--- src/rtl/ram_bank_arbiter_pkg.sv ---
// Shared encodings and geometry for the two-port byte-sliced RAM bank arbiter.
package ram_bank_arbiter_pkg;
  typedef enum logic [1:0] {
    SZ_BYTE = 2'b00,
    SZ_HALF = 2'b01,
    SZ_WORD = 2'b10,
    SZ_ILL  = 2'b11
  } size_e;

  localparam int BANK_AW = 10;
  localparam int NBANK   = 4;
endpackage

--- src/rtl/ram_bank_arbiter_lane_steer.sv ---
// Byte-lane steering for stores and lane select plus extension for loads.
module mem_lane_steer
  import ram_bank_arbiter_pkg::*;
(
  input  logic [1:0]       size,
  input  logic [1:0]       addr_lo,
  input  logic             uns,
  input  logic [31:0]      wdata,
  input  logic [31:0]      bank_q,
  output logic [NBANK-1:0] sel,
  output logic [31:0]      bank_d,
  output logic [31:0]      ldata,
  output logic             misaligned
);
  logic [7:0]  lb;
  logic [15:0] lh;

  assign lb = bank_q[{addr_lo, 3'b000} +: 8];
  assign lh = addr_lo[1] ? bank_q[31:16] : bank_q[15:0];

  always_comb begin
    sel        = '0;
    bank_d     = wdata;
    ldata      = '0;
    misaligned = 1'b0;
    case (size_e'(size))
      SZ_BYTE: begin
        sel    = 4'b0001 << addr_lo;
        bank_d = {4{wdata[7:0]}};
        ldata  = uns ? {24'h0, lb} : {{24{lb[7]}}, lb};
      end
      SZ_HALF: begin
        misaligned = addr_lo[0];
        sel        = 4'b0011 << {addr_lo[1], 1'b0};
        bank_d     = {2{wdata[15:0]}};
        ldata      = uns ? {16'h0, lh} : {{16{lh[15]}}, lh};
      end
      SZ_WORD: begin
        misaligned = |addr_lo;
        sel        = 4'b1111;
        ldata      = bank_q;
      end
      default: misaligned = 1'b1;
    endcase
  end
endmodule

--- src/rtl/ram_bank_arbiter.sv ---
// Round-robin arbiter of two requesters onto a 4-bank byte-sliced RAM, one response buffer per port.
module ram_bank_arbiter
  import ram_bank_arbiter_pkg::*;
#(
  parameter int ADDR_W  = 12,
  parameter bit RR_INIT = 1'b1
) (
  input  logic               clk,
  input  logic               rst_n,
  input  logic               req0_valid,
  output logic               req0_ready,
  input  logic               req0_we,
  input  logic [ADDR_W-1:0]  req0_addr,
  input  logic [1:0]         req0_size,
  input  logic               req0_unsigned,
  input  logic [31:0]        req0_wdata,
  output logic               rsp0_valid,
  input  logic               rsp0_ready,
  output logic [31:0]        rsp0_rdata,
  output logic               rsp0_err,
  input  logic               req1_valid,
  output logic               req1_ready,
  input  logic               req1_we,
  input  logic [ADDR_W-1:0]  req1_addr,
  input  logic [1:0]         req1_size,
  input  logic               req1_unsigned,
  input  logic [31:0]        req1_wdata,
  output logic               rsp1_valid,
  input  logic               rsp1_ready,
  output logic [31:0]        rsp1_rdata,
  output logic               rsp1_err,
  output logic [BANK_AW-1:0] bank_addr,
  output logic [31:0]        bank_d,
  output logic               bank_we,
  output logic [NBANK-1:0]   bank_sel,
  input  logic [31:0]        bank_q
);
  logic              last_grant;
  logic              elig0, elig1, grant0, grant1, any_grant;
  logic              win_we, win_uns;
  logic [ADDR_W-1:0] win_addr;
  logic [1:0]        win_size;
  logic [31:0]       win_wdata;
  logic [NBANK-1:0]  st_sel;
  logic [31:0]       st_d, st_ldata, rsp_data;
  logic              st_mis;

  // A port with a full buffer is eligible only if that buffer drains this cycle.
  always_comb begin
    elig0     = req0_valid & (~rsp0_valid | rsp0_ready);
    elig1     = req1_valid & (~rsp1_valid | rsp1_ready);
    grant0    = rst_n & elig0 & (~elig1 | last_grant);
    grant1    = rst_n & elig1 & (~elig0 | ~last_grant);
    any_grant = grant0 | grant1;
    win_we    = grant1 ? req1_we       : req0_we;
    win_uns   = grant1 ? req1_unsigned : req0_unsigned;
    win_addr  = grant1 ? req1_addr     : req0_addr;
    win_size  = grant1 ? req1_size     : req0_size;
    win_wdata = grant1 ? req1_wdata    : req0_wdata;
  end

  mem_lane_steer u_steer (
    .size       (win_size),
    .addr_lo    (win_addr[1:0]),
    .uns        (win_uns),
    .wdata      (win_wdata),
    .bank_q     (bank_q),
    .sel        (st_sel),
    .bank_d     (st_d),
    .ldata      (st_ldata),
    .misaligned (st_mis)
  );

  assign req0_ready = grant0;
  assign req1_ready = grant1;
  assign bank_addr  = win_addr[ADDR_W-1:2];
  assign bank_d     = st_d;
  assign bank_we    = any_grant & win_we & ~st_mis;
  assign bank_sel   = (any_grant & ~st_mis) ? st_sel : '0;
  assign rsp_data   = (win_we | st_mis) ? '0 : st_ldata;

  // Accept edge: capture the response; a drain and a refill on the same edge keep valid high.
  always_ff @(posedge clk) begin
    if (!rst_n) begin
      last_grant <= RR_INIT;
      rsp0_valid <= 1'b0;
      rsp0_rdata <= '0;
      rsp0_err   <= 1'b0;
      rsp1_valid <= 1'b0;
      rsp1_rdata <= '0;
      rsp1_err   <= 1'b0;
    end else begin
      if (grant0) last_grant <= 1'b0;
      else if (grant1) last_grant <= 1'b1;
      if (grant0) begin
        rsp0_valid <= 1'b1;
        rsp0_rdata <= rsp_data;
        rsp0_err   <= st_mis;
      end else if (rsp0_ready) begin
        rsp0_valid <= 1'b0;
      end
      if (grant1) begin
        rsp1_valid <= 1'b1;
        rsp1_rdata <= rsp_data;
        rsp1_err   <= st_mis;
      end else if (rsp1_ready) begin
        rsp1_valid <= 1'b0;
      end
    end
  end
endmodule

--- config.mk ---
export PLATFORM = sky130hd
export DESIGN_NAME = ram_bank_arbiter
export DESIGN_NICKNAME = d
export VERILOG_FILES = /design/src/rtl/ram_bank_arbiter_pkg.sv /design/src/rtl/ram_bank_arbiter_lane_steer.sv /design/src/rtl/ram_bank_arbiter.sv
export SDC_FILE = /design/constraint.sdc
export NUM_CORES = 1
export LEC_CHECK = 0
export BUFFER_PORTS_ARGS = -buffer_cell sky130_fd_sc_hd__buf_4
export CORE_ASPECT_RATIO = 0.5
export CORE_MARGIN = 1
export CORE_UTILIZATION = 48
export CTS_CLUSTER_DIAMETER = 30
export DETAILED_ROUTE_END_ITERATION = 7
export PLACE_DENSITY = 0.95
export SLEW_MARGIN = 20
export SYNTH_ARGS = -nofsm -noshare
export SYNTH_HDL_FRONTEND = slang
export SYNTH_SLANG_ARGS = --single-unit
--- constraint.sdc ---
create_clock -name clk -period 5.2 [get_ports clk]
set_input_delay 1.04 -clock clk [delete_from_list [all_inputs] [get_ports clk]]
set_output_delay 1.04 -clock clk [all_outputs]
set_load 0.01 [all_outputs]
==> results of run 1 <==
[per-layer routing]
layer	GRT usage, %	vias to the layer above	wire [µm]
li1	-	2400	-
met2	61.3	479	8460
met3	11.6	162	2210
met5	0	-	0
met1	43.7	2556	6340
met4	23.6	0	1330
[stage by stage]
| step | power, W | instances | utilization [%] | setup WS (ns) | area (µm²) |
|---|---|---|---|---|---|
| finish | 0.00171 | 873 | 74.6 | 0.915 | 6590 |
| global route | 0.00176 | 873 | 74.6 | 0.804 | 6590 |
| CTS | 0.00170 | 873 | 74.6 | 0.957 | 6580 |
| detailed placement | 0.00108 | 857 | 71.2 | 0.983 | 6280 |
| global placement | 0.00106 | 857 | 71.2 | 1.08 | 6280 |
| floorplan | 0.000842 | 532 | - | 1.48 | 4440 |
[final cells by class]
cell class              instances  area [µm²]  area share [%]
multi-input cells             401        2770            42.1
repair buffers                256        1930            29.4
flip-flops and latches         69        1380            21.0
clock buffers                  10         229            3.48
well taps                     117         146            2.22
clock inverters                 6        71.3            1.08
inverters                      14        53.8           0.817
[Yosys cell counts, types with 2 or more instances]
library cell / n / area, µm²
buf_1: 2 / 7.51
a311oi_2: 10 / 150
buf_4: 4 / 30.0
o21ai_0: 22 / 110
o211ai_1: 9 / 67.6
buf_2: 17 / 85.1
and2_1: 14 / 87.6
nor2b_1: 5 / 31.3
o221ai_1: 7 / 61.3
nand2b_1: 5 / 31.3
buf_6: 3 / 33.8
mux2i_2: 2 / 27.5
a311oi_1: 7 / 61.3
o21ai_1: 4 / 20.0
o311ai_0: 3 / 26.3
a221oi_1: 8 / 70.1
o21a_1: 2 / 15.0
dfxtp_1: 69 / 1380
o22a_1: 3 / 26.3
clkbuf_1: 22 / 82.6
nor3b_1: 8 / 60.1
a211oi_1: 8 / 60.1
a211o_1: 9 / 78.8
mux2i_1: 31 / 310
inv_1: 13 / 48.8
nor2_1: 26 / 97.6
nand2_1: 93 / 349
nor3_1: 4 / 20.0
a21o_1: 3 / 22.5
a21oi_1: 77 / 385
mux4_2: 16 / 360
a22oi_1: 8 / 60.1
or4_1: 2 / 15.0
[worst paths after layout]
path,start,end,slack (ns)
setup reg to reg,last_grant,rsp1_rdata[19],1.92
hold / removal,rsp0_rdata[6],rsp0_rdata[6],0.46
hold reg to reg,rsp0_rdata[6],rsp0_rdata[6],0.46
setup / recovery,rst_n,bank_d[10],0.92
[worst max-delay path: cells and delay by family]
kind                   cells  cell delay [ns]
AOI/OAI and AO/OA          2             0.93
buffers and inverters      4             0.88
muxes                      1             0.25
and+or+nand+nor            2             0.16
[registers in the layout, summed over array words and instances (netlist names)]
| name | flops |
|---|---|
| last_grant | 1 |
| rsp0_err | 1 |
| rsp0_rdata | 32 |
| rsp0_valid | 1 |
| rsp1_err | 1 |
| rsp1_rdata | 32 |
| rsp1_valid | 1 |
[power by group through the flow]
stage / clock, W / sequential (W) / combinational (W)
after floorplan: 0 / 0.000596 / 0.000246
after global placement: 0 / 0.000585 / 0.000477
after detailed placement: 0 / 0.000586 / 0.000493
after CTS: 0.000616 / 0.000576 / 0.000503
after global routing: 0.000638 / 0.000579 / 0.000546
final: 0.000622 / 0.000578 / 0.000514
[cell families (layout without fill, tap and decap cells)]
logic type,Yosys count,count (layout),share of synthesized area [%]
and+or+nand+nor,164,164,16.8
buffers and inverters,62,286,6.57
muxes,52,52,16.8
DFF,69,69,31.1
AOI/OAI and AO/OA,185,185,28.6
==> impl_metrics.tcl, run 1 <==
set metrics [dict create \
    outcome "complete, but fails checks" \
    violations "design-rule violations" \
    drv_cap 0 \
    finalHoldViolCount 0 \
    die_h_um 70.0 \
    ff2ff_path_depth 7 \
    yosys_register_bits 69 \
    ir_drop_mv 0.238 \
    p_clk_share_pct 36.3 \
    grt_pass1_vias 5372 \
    end_kind "output port" \
    ys_types 49 \
    maxSlewViolCount 0 \
    via_per_inst 6.41 \
    num_io_pins 251 \
    max_freq_mhz 233 \
    dp_hpwl_mm 12.5 \
    seqPwrFrac_pct 33.7 \
    p_int_w 0.00118 \
    crit_top_cell "buf_4" \
    drc 81 \
    postCtsSetupRepairBufs 0 \
    drt_iter0_drc 910 \
    grtUsageTotal_pct 37.9 \
    combinationalPowerShare_pct 30.0 \
    tns_ns 0 \
    rsz0062_at_grt "false" \
    netlist_area_um2 4440 \
    drt_wl_total_mm 18.3 \
    yosysSeqAreaShare_pct 31.1 \
    holdPathStages 2 \
    p_per_area_nw_per_um2 260 \
    slew_headroom_pct 26.6 \
    start_util_pct 50.2 \
    synth_edf_count 0 \
    cp.required_ns 4.16 \
    clk_pin_slew_ns 0.05 \
    critPathSlowestCell "a211o_2" \
    nNetsFinal 885 \
    ctsHtreeMaxLevel 3 \
    antenna_found_initial 0 \
    areaGrowthSynthToFinish_pct 48.5 \
    fin_crit_ns 4.28 \
    final_cell_mix "255 x buf_4, 93 x nand2_1, 77 x a21oi_1" \
    synth_async_sr_flop_share_pct 0 \
    switchingPower_w 0.000534 \
    die_w_um 138 \
    die_area_um2 9650 \
    setup_violations 0 \
    tightest_slew_ns 1.08 \
    swShare_pct 31.2 \
    cts.sinks 69 \
    critical-path-max-stage-delay_ns 0.50 \
    synth_fp_nets 666 \
    post_cts_resized 0 \
    vias 5597 \
    core_um2 8830 \
    row_count 24 \
    port_buffers 250 \
    cts_buffer_depth 2 \
    path_cells "buf_4 -> nand2_1 -> a211o_2 -> clkinv_2 -> nor3_1 -> a21oi_1 -> buf_4 -> mux2i_1 -> buf_4" \
    power_leakage_nw 3.04 \
    min_path_type "reg -> reg" \
    gr-total-overflow 0 \
    cp.arrival_ns 3.24 \
    grt_pass1_wl_mm 28.1 \
    firstDrtPassIters 8 \
    syn-instance-count 532 \
    worstPathMaxFanout 22 \
    drive_above_1_share_pct 41.7 \
    yosys_warnings 0 \
    place.gp.congestion 0.900 \
    final_common_cell "buf_4" \
    grt_max_degree 91 \
    ys.flop_type "dfxtp_1" \
    hold_buffers 0 \
    critical_path_class "in -> out" \
    fin_skew_ns 0.00456 \
    clock_latency_ns 0.34 \
    cts_made_buffers 9 \
    whs_ns 0.463 \
    fin_crit_sh_pct 82.4 \
    wl_per_cell_um 21.0 \
    cp-start-kind "input pin" \
    fillers 592 \
    cts_tree "done" \
    final_antenna_net_count 0 \
    antenna_cells 0 \
    syn_area_per_cell_um2 8.34 \
    root_buffer "clkbuf_16" \
]
Power figures use the tool's default switching activity.
==> run 2: changes to the inputs <==
Settings changed: CORE_UTILIZATION 48 to 45, PLACE_DENSITY 0.95 to 0.92.
Clock period 5.2 ns to 4.43 ns, I/O delays scaled along.
==> run 2 against run 1 <==
The run still ends with design-rule violations left. Power grew 17%. Wire length grew 0.91%. Die area grew 6.5%. Sequential cell count is the same. Register-to-register slack lost 0.93 ns. Sequential share of layout area shrank 0.099 points. Global-route usage shrank 3.2 points. Combinational power grew 18%. Core utilization shrank 5.0 points. Via count shrank 0.23%. Worst hold slack gained 0.0034 ns. Clock skew grew 0.0013 ns.
==> impl_metrics.tcl, run 2 (synthesis results as in run 1) <==
set metrics [dict create \
    cp.arrival_ns 3.12 \
    violations "design-rule violations" \
    fin_util_pct 69.6 \
    r2r-end "rsp1_rdata[15]" \
    startpoint "rst_n" \
    clock_latency_ns 0.34 \
    vias 5584 \
    postCtsSetupRepairBufs 0 \
    fin_crit_ns 4.00 \
    die_w_um 142 \
    hold_buffers 0 \
    row_count 25 \
    ff2ff_path_depth 7 \
    cts_tree "done" \
    setup_ws_ns 0.426 \
    setup_violations 0 \
    p_per_area_nw_per_um2 303 \
    min_path_type "reg -> reg" \
    multi_input_area_um2 2770 \
    reg2reg_setup_slack_ns 0.99 \
    cts_made_buffers 9 \
    wl_per_cell_um 20.7 \
    grt_max_degree 46 \
    design_area_um2 6620 \
    final_common_cell "buf_4" \
    clk_pin_slew_ns 0.06 \
    reg.largest.list "rsp0_rdata x32, rsp1_rdata x32" \
    power_leakage_nw 3.05 \
    seqCellArea_um2 1380 \
    worstPathMaxFanout 22 \
    grtUsageTotal_pct 34.7 \
    rsz0062_at_grt "false" \
    grt_pass1_wl_mm 27.5 \
    die_area_um2 10300 \
    final_cell_mix "259 x buf_4, 93 x nand2_1, 77 x a21oi_1" \
    antenna_found_initial 1 \
    die_h_um 72.2 \
    antenna_cells 0 \
    nNetsFinal 888 \
    post_cts_resized 0 \
    critical_path_class "in -> out" \
    gr-total-overflow 0 \
    ctsHtreeMaxLevel 3 \
    fillers 689 \
    dp_hpwl_mm 12.6 \
    final_antenna_net_count 0 \
    start_util_pct 46.6 \
    tns_ns 0 \
    ir_drop_mv 0.191 \
    grt_pass1_vias 5186 \
    port_buffers 250 \
    drt_wl_total_mm 18.5 \
    preCtsSetupSlack_ns 0.491 \
    slew_headroom_pct 27.7 \
    cts_buffer_depth 2 \
    num_io_pins 251 \
    max_freq_mhz 250 \
    root_buffer "clkbuf_16" \
    core_um2 9510 \
    crit_end "bank_d[28]" \
    cp-start-kind "input pin" \
    fin_skew_ns 0.00590 \
    fin_crit_sh_pct 90.4 \
    drive_above_1_share_pct 41.8 \
    place_area_um2 6320 \
    outcome "complete, but fails checks" \
    firstDrtPassIters 8 \
    drv_cap 0 \
    timing.rr.start "last_grant" \
    maxSlewViolCount 0 \
    drt_iter0_drc 695 \
    place.gp.congestion 0.839 \
    drc 26 \
    via_per_inst 6.25 \
    tightest_slew_ns 1.06 \
    total_power_w 0.00201 \
    end_kind "output port" \
    cts.sinks 69 \
    cp.required_ns 3.54 \
    finalHoldViolCount 0 \
    areaGrowthSynthToFinish_pct 49.2 \
]
run 2: cell types whose count changed in the layout (fill, tap and decap cells not counted), sizes merged:
cell    change
buf         +3
inv         -1
clkinv      +1
run 2: area by class of cell:
class                      count  share of cell area (%)
tap                          135                    2.55
clock inverter                 6                    1.08
clock buffer                  10                    3.46
timing repair buffer         259                    29.4
inverter                      14                   0.813
sequential                    69                    20.9
multi-input combinational    401                    41.9
run 2: critical path, cell delays in order:
cell      delay [ns]
buf_4           0.23
nand2_1         0.08
a211o_2         0.54
clkinv_2        0.30
buf_4           0.34
mux2i_1         0.40
o221ai_1        0.16
buf_4           0.17
run 2: worst min-delay path by stage:
| stage | cells after the start | end | slack [ns] | start |
|---|---|---|---|---|
| 3_3_place_gp | 2 | rsp1_err | 0.44 | rsp1_err |
| 5_1_grt | 2 | rsp1_err | 0.49 | rsp1_err |
| 4_1_cts | 2 | rsp1_err | 0.46 | rsp1_err |
| 2_1_floorplan | 2 | rsp1_err | 0.47 | rsp1_err |
| 3_5_place_dp | 2 | rsp0_rdata[3] | 0.45 | rsp0_rdata[3] |
| 6_report | 2 | rsp1_err | 0.47 | rsp1_err |
run 2: per-layer routing:
metal / routed length, µm / global-route usage [%] / part of all wire (%)
met5: 0 / 0 / 0
met4: 1180 / 22.2 / 6.4
met1: 6880 / 40.7 / 37
met3: 1890 / 9.44 / 10
met2: 8550 / 57.2 / 46
run 2: where the power goes:
part	internal, W	leakage, nW	switching, W
clock network	0.000439	0.139	0.000284
logic	0.000289	2.35	0.000317
registers	0.000655	0.562	0.0000218
run 2: metrics by stage:
| step | hold slack (ns) | instances |
|---|---|---|
| finish | 0.466 | 894 |
| global route | 0.489 | 894 |
| CTS | 0.464 | 894 |
| detailed placement | 0.448 | 878 |
| global placement | 0.438 | 878 |
| floorplan | 0.467 | 532 |
